--- src/rtl/conv_layer_controller_pkg.sv ---
// Shared state encoding, counter width and sizing helper for the convolution layer controller.
package conv_ctrl_pkg;

  localparam int CNT_W = 16;

  typedef enum logic [1:0] {
    ST_IDLE  = 2'd0,
    ST_RUN   = 2'd1,
    ST_DRAIN = 2'd2,
    ST_DONE  = 2'd3
  } ctrl_state_e;

  // Number of complete KxK windows in one img_w x img_h frame.
  function automatic logic [CNT_W-1:0] expected_outputs(input int img_w, input int img_h, input int k);
    int n;
    n = (img_w - k + 1) * (img_h - k + 1);
    return n[CNT_W-1:0];
  endfunction

endpackage

--- src/rtl/conv_layer_controller_if.sv ---
// Pixel-stream handshake and status bundle between the frame source and the conv layer controller.
interface conv_layer_controller_if;
  import conv_ctrl_pkg::*;

  logic             start;
  logic             in_valid;
  logic             in_ready;
  logic             shift_en;
  logic             window_valid;
  logic             out_valid;
  logic [CNT_W-1:0] out_count;
  logic             busy;
  logic             frame_done;

  modport master (
    output start, in_valid,
    input  in_ready, shift_en, window_valid, out_valid, out_count, busy, frame_done
  );

  modport slave (
    input  start, in_valid,
    output in_ready, shift_en, window_valid, out_valid, out_count, busy, frame_done
  );

endinterface

--- src/rtl/conv_layer_controller_valid_delay_line.sv ---
// Fixed-latency 1-bit delay chain that aligns window_valid with the mult-adder tree result.
module valid_delay_line #(
  parameter int DEPTH = 4
) (
  input  logic clock,
  input  logic reset,
  input  logic din,
  output logic dout,
  output logic any_set
);

  logic [DEPTH-1:0] chain_q;
  logic [DEPTH-1:0] chain_d;

  if (DEPTH == 1) begin : g_single
    assign chain_d = din;
  end else begin : g_chain
    assign chain_d = {chain_q[DEPTH-2:0], din};
  end

  // Chain register; reset empties the pipeline so an aborted frame leaves nothing in flight.
  always_ff @(posedge clock) begin
    if (reset) begin
      chain_q <= '0;
    end else begin
      chain_q <= chain_d;
    end
  end

  assign dout    = chain_q[DEPTH-1];
  assign any_set = |chain_q;

endmodule

--- src/rtl/conv_layer_controller.sv ---
// Frame sequencer: accepts a raster pixel stream, flags full KxK windows and qualifies tree outputs.
module conv_layer_controller
  import conv_ctrl_pkg::*;
#(
  parameter int IMG_WIDTH   = 8,
  parameter int IMG_HEIGHT  = 8,
  parameter int KERNEL_SIZE = 3,
  parameter int MA_LATENCY  = 4
) (
  input logic                    clock,
  input logic                    reset,
  conv_layer_controller_if.slave ctrl
);

  localparam int COL_W = (IMG_WIDTH > 1) ? $clog2(IMG_WIDTH) : 1;
  localparam int ROW_W = (IMG_HEIGHT > 1) ? $clog2(IMG_HEIGHT) : 1;
  localparam logic [COL_W-1:0] COL_LAST = COL_W'(IMG_WIDTH - 1);
  localparam logic [ROW_W-1:0] ROW_LAST = ROW_W'(IMG_HEIGHT - 1);
  localparam logic [COL_W-1:0] COL_EDGE = COL_W'(KERNEL_SIZE - 1);
  localparam logic [ROW_W-1:0] ROW_EDGE = ROW_W'(KERNEL_SIZE - 1);

  ctrl_state_e      state_q, state_d;
  logic [COL_W-1:0] col_q, col_d;
  logic [ROW_W-1:0] row_q, row_d;
  logic             window_valid_q, window_valid_d;
  logic [CNT_W-1:0] out_count_q, out_count_d;
  logic             accept_s;
  logic             dl_out_s;
  logic             dl_any_s;

  assign accept_s = ctrl.in_valid && (state_q == ST_RUN);

  // State, position, window flag and output counter registers.
  always_ff @(posedge clock) begin
    if (reset) begin
      state_q        <= ST_IDLE;
      col_q          <= '0;
      row_q          <= '0;
      window_valid_q <= 1'b0;
      out_count_q    <= '0;
    end else begin
      state_q        <= state_d;
      col_q          <= col_d;
      row_q          <= row_d;
      window_valid_q <= window_valid_d;
      out_count_q    <= out_count_d;
    end
  end

  // Next-state, raster position and window detection.
  always_comb begin
    state_d        = state_q;
    col_d          = col_q;
    row_d          = row_q;
    window_valid_d = 1'b0;
    out_count_d    = out_count_q;
    if (dl_out_s) begin
      out_count_d = out_count_q + 16'd1;
    end else begin
      out_count_d = out_count_q;
    end
    case (state_q)
      ST_IDLE: begin
        if (ctrl.start) begin
          state_d     = ST_RUN;
          col_d       = '0;
          row_d       = '0;
          out_count_d = '0;
        end else begin
          state_d = ST_IDLE;
        end
      end
      ST_RUN: begin
        if (accept_s) begin
          // Columns left of the kernel edge straddle the row wrap and never form a window.
          window_valid_d = (row_q >= ROW_EDGE) && (col_q >= COL_EDGE);
          if (col_q == COL_LAST) begin
            col_d = '0;
            if (row_q == ROW_LAST) begin
              state_d = ST_DRAIN;
            end else begin
              row_d = row_q + ROW_W'(1);
            end
          end else begin
            col_d = col_q + COL_W'(1);
          end
        end else begin
          state_d = ST_RUN;
        end
      end
      ST_DRAIN: begin
        if (!dl_any_s && !window_valid_q) begin
          state_d = ST_DONE;
        end else begin
          state_d = ST_DRAIN;
        end
      end
      ST_DONE: begin
        state_d = ST_IDLE;
      end
      default: begin
        state_d = ST_IDLE;
      end
    endcase
  end

  valid_delay_line #(
    .DEPTH (MA_LATENCY)
  ) u_valid_delay (
    .clock   (clock),
    .reset   (reset),
    .din     (window_valid_q),
    .dout    (dl_out_s),
    .any_set (dl_any_s)
  );

  assign ctrl.in_ready     = (state_q == ST_RUN);
  assign ctrl.shift_en     = accept_s;
  assign ctrl.window_valid = window_valid_q;
  assign ctrl.out_valid    = dl_out_s;
  assign ctrl.out_count    = out_count_q;
  assign ctrl.busy         = (state_q != ST_IDLE);
  assign ctrl.frame_done   = (state_q == ST_DONE);

endmodule

--- src/flat_wrapper.sv ---
// flat-port wrapper written by rule: the top's interface ports become plain ports
module conv_layer_controller_flat import conv_ctrl_pkg::*;
#(
  parameter int IMG_WIDTH   = 8,
  parameter int IMG_HEIGHT  = 8,
  parameter int KERNEL_SIZE = 3,
  parameter int MA_LATENCY  = 4
)
  (clock, reset, ctrl_start, ctrl_in_valid, ctrl_in_ready, ctrl_shift_en, ctrl_window_valid, ctrl_out_valid, ctrl_out_count, ctrl_busy, ctrl_frame_done);
  conv_layer_controller_if ctrl_i ();
  input logic clock;
  input logic reset;
  input wire logic [$bits(ctrl_i.start)-1:0] ctrl_start;
  input wire logic [$bits(ctrl_i.in_valid)-1:0] ctrl_in_valid;
  output wire logic [$bits(ctrl_i.in_ready)-1:0] ctrl_in_ready;
  output wire logic [$bits(ctrl_i.shift_en)-1:0] ctrl_shift_en;
  output wire logic [$bits(ctrl_i.window_valid)-1:0] ctrl_window_valid;
  output wire logic [$bits(ctrl_i.out_valid)-1:0] ctrl_out_valid;
  output wire logic [$bits(ctrl_i.out_count)-1:0] ctrl_out_count;
  output wire logic [$bits(ctrl_i.busy)-1:0] ctrl_busy;
  output wire logic [$bits(ctrl_i.frame_done)-1:0] ctrl_frame_done;
  assign ctrl_i.start = ctrl_start;
  assign ctrl_i.in_valid = ctrl_in_valid;
  assign ctrl_in_ready = ctrl_i.in_ready;
  assign ctrl_shift_en = ctrl_i.shift_en;
  assign ctrl_window_valid = ctrl_i.window_valid;
  assign ctrl_out_valid = ctrl_i.out_valid;
  assign ctrl_out_count = ctrl_i.out_count;
  assign ctrl_busy = ctrl_i.busy;
  assign ctrl_frame_done = ctrl_i.frame_done;
  conv_layer_controller #(.IMG_WIDTH(IMG_WIDTH), .IMG_HEIGHT(IMG_HEIGHT), .KERNEL_SIZE(KERNEL_SIZE), .MA_LATENCY(MA_LATENCY)) u_core (.clock(clock), .reset(reset), .ctrl(ctrl_i));
endmodule
--- config.mk ---
export PLATFORM = sky130hd
export DESIGN_NAME = conv_layer_controller_flat
export DESIGN_NICKNAME = d
export VERILOG_FILES = /design/src/rtl/conv_layer_controller_pkg.sv /design/src/rtl/conv_layer_controller_if.sv /design/src/rtl/conv_layer_controller_valid_delay_line.sv /design/src/rtl/conv_layer_controller.sv /design/src/flat_wrapper.sv
export SDC_FILE = /design/constraint.sdc
export NUM_CORES = 1
export LEC_CHECK = 0
export ABC_AREA = 1
export BUFFER_PORTS_ARGS = -buffer_cell sky130_fd_sc_hd__buf_2
export CORE_AREA = 5 5 59 61
export DETAILED_ROUTE_END_ITERATION = 10
export DIE_AREA = 0 0 64 66
export PLACE_DENSITY = 0.73
export SKIP_CTS_REPAIR_TIMING = 1
export SLEW_MARGIN = 30
export SYNTH_ARGS = -nofsm -noshare
export SYNTH_HDL_FRONTEND = slang
export SYNTH_HIERARCHICAL = 1
export SYNTH_SLANG_ARGS = --single-unit
--- constraint.sdc ---
create_clock -name clock -period 2.4 [get_ports clock]
set_input_delay 0.72 -clock clock [delete_from_list [all_inputs] [get_ports clock]]
set_output_delay 0.72 -clock clock [all_outputs]
set_load 0.01 [all_outputs]
==> flow_summary.json <==
{
  "status": "complete, no violations",
  "layoutNonFillerInstCount": 263,
  "syn-mean-instance-area_um2": 7.374,
  "synth_nets": 208,
  "hold_viol_final": 0,
  "power.leakage_uw": 0.0008182,
  "rows": 20,
  "rr_worst_depth": 7,
  "drt_iter0_drc": 91,
  "ys_ff_latch": 29,
  "worst_pin_slew_ns": 0.3085,
  "wire_per_inst_um": 10.55,
  "cts_tree": "done",
  "whs_ns": 0.4160,
  "initial_core_util_pct": 49.87,
  "layout.nets": 239,
  "htreeDepth": 2,
  "setup_tns_ns": 0,
  "io_buffers": 25,
  "die_area_um2": 4224,
  "finalMaxSlewViolations": 0,
  "pwr_density_cell_nw_per_um2": 503.2,
  "dp.cells": 255,
  "grt_pass1_wl_um": 5030,
  "grt_pass1_vias": 1210,
  "area_growth_pct": 14.40,
  "drt_wl_total_um": 2774,
  "cts.sinks": 29,
  "fin_worst_skew_ns": 0.01064,
  "clk_path_buf_depth": 2,
  "synth_cell_types": 26,
  "diodes": 0,
  "path_class": "register to output pin",
  "clk_pin_slew_ns": 0.08,
  "num_io_pins": 26,
  "vias": 1286,
  "clock.fmax_mhz": 513.0,
  "start_kind": "register",
  "slew_headroom_pct": 79.41,
  "grt_max_degree": 11,
  "end_kind": "output pin",
  "die_h_um": 66,
  "place_congestion": 0.8058,
  "ir_worst_vdd_uv": 386.9,
  "cp_max_fo": 8,
  "nFillCells": 289,
  "min_delay_path_depth": 2,
  "seq_area_frac_synth_pct": 39.76,
  "synth.cell_area_um2": 1460,
  "cts_made_buffers": 5,
  "setup_viol": 0,
  "chipWidth_um": 64,
  "vias_per_cell": 4.890,
  "yosys_warnings": 6,
  "fin_crit_ns": 1.949,
  "antenna_found_initial": 0,
  "insertion_delay_ns": 0.32,
  "drive_gt1_share_pct": 21.30,
  "cp.arrival_ns": 1.23,
  "track_usage_pct": 15.19,
  "clockRootBuffer": "clkbuf_4",
  "synth_cells": 198,
  "route.detailed.drc": 0,
  "first_pass_iters": 4,
  "post-place-ws_ns": 0.5884,
  "placeableCoreArea_um2": 2928,
  "finalCritPeriodShare_pct": 81.22,
  "max-cap-violations": 0,
  "hold_path_class": "register to register",
  "worst-endpoint-required_ns": 1.68,
  "fin_ws_ns": 0.4508,
  "dpl_cell_area_um2": 1622,
  "dp_hpwl_um": 2148,
  "overflow": 0,
  "postRouteAntennaNets": 0,
  "final_area_um2": 1670,
  "rsz0062_at_grt": "no",
  "multi_input_area_um2": 754.5,
  "seq_area_um2": 580.6
}
routing by layer:
layer / vias to the layer above / global-route usage [%] / part of all wire, %
met3: 5 / 5.952 / 6.2
met4: 0 / 6.234 / 1.2
li1: 687 / - / -
met5: - / 0 / 0
met2: 26 / 27.51 / 50
met1: 568 / 15.35 / 43
flip-flops by register name, indices dropped and copies added (netlist names), named ones only:
register and count:
u_core/u_valid_delay/chain_q 4, u_core/ctrl.out_count 16, u_core/ctrl.window_valid 1, u_core/row_q 3
u_core/col_q 3, u_core/state_q 1
synthesized netlist by cell type, drive strengths merged:
cell type / count / area, µm²
a21oi: 8 / 43.79
a31oi: 1 / 6.260
buf: 1 / 5.000
dfxtp: 29 / 580.6
ha: 6 / 75.07
inv: 32 / 120.1
nand2: 38 / 157.7
nand3: 10 / 67.57
nand4: 7 / 43.79
nor2: 46 / 220.2
nor3: 7 / 40.04
nor3b: 3 / 32.53
o21ai: 6 / 30.03
o21bai: 1 / 11.26
xnor2: 1 / 8.760
xor2: 2 / 17.52
worst max-delay path: stages, from the launching register on:
cell and delay, ns:
dfxtp_1 0.36, inv_2 0.07, nor2_4 0.18, nand2_2 0.08, inv_1 0.09, buf_2 0.13
cell usage in the layout, fill, tap and decap left out, drive strengths merged, types with 3 or more instances in the layout:
cell / n
nor2: 46
nand2: 38
inv: 32
dfxtp: 29
buf: 25
nand3: 10
a21oi: 8
clkbuf: 8
nand4: 7
nor3: 7
o21ai: 6
ha: 6
nor3b: 3
where the power goes:
group / internal [µW] / total [µW] / switching (µW)
Clock: 117 / 272 / 155
Combinational: 23.9 / 70.7 / 46.7
Sequential: 490 / 498 / 7.88
Total: 631 / 841 / 210
path summary, 6_finish.rpt:
path	start	endpoint	slack, ns
max	u_core/state_q[0]$_SDFFE_PP0P_	ctrl_shift_en	0.45
min	u_core/u_valid_delay/chain_q[1]$_SDFF_PP0_	u_core/u_valid_delay/chain_q[2]$_SDFF_PP0_	0.42
max reg2reg	u_core/col_q[0]$_SDFFE_PP0P_	u_core/row_q[2]$_SDFFE_PP0P_	0.98
min reg2reg	u_core/u_valid_delay/chain_q[1]$_SDFF_PP0_	u_core/u_valid_delay/chain_q[2]$_SDFF_PP0_	0.42
cells by family (layout without fill, tap and decap cells):
logic type | after synthesis | in the layout | share of synthesized area (%)
xor gates and xnor gates | 3 | 3 | 1.800
adders and majority gates | 6 | 6 | 5.141
DFF | 29 | 29 | 39.76
AOI/OAI and AO/OA | 16 | 16 | 6.256
buffers and inverters | 33 | 65 | 8.568
and+or+nand+nor | 111 | 111 | 38.47
layout make-up:
class,count,share of cell area [%]
timing repair buffer,25,7.491
inverter,32,7.191
multi-input combinational,136,45.17
clock buffer,8,2.921
tap,33,2.472
sequential,29,34.76
per-stage QoR:
step                      total power [µW]  util [%]
after floorplan                      558.4         -
after global placement               579.3     55.38
after detailed placement             580.8     55.38
after CTS                            858.4     57.05
after global routing                 897.1     57.05
final                                840.6     57.05
(Power assumes the default switching activity.)
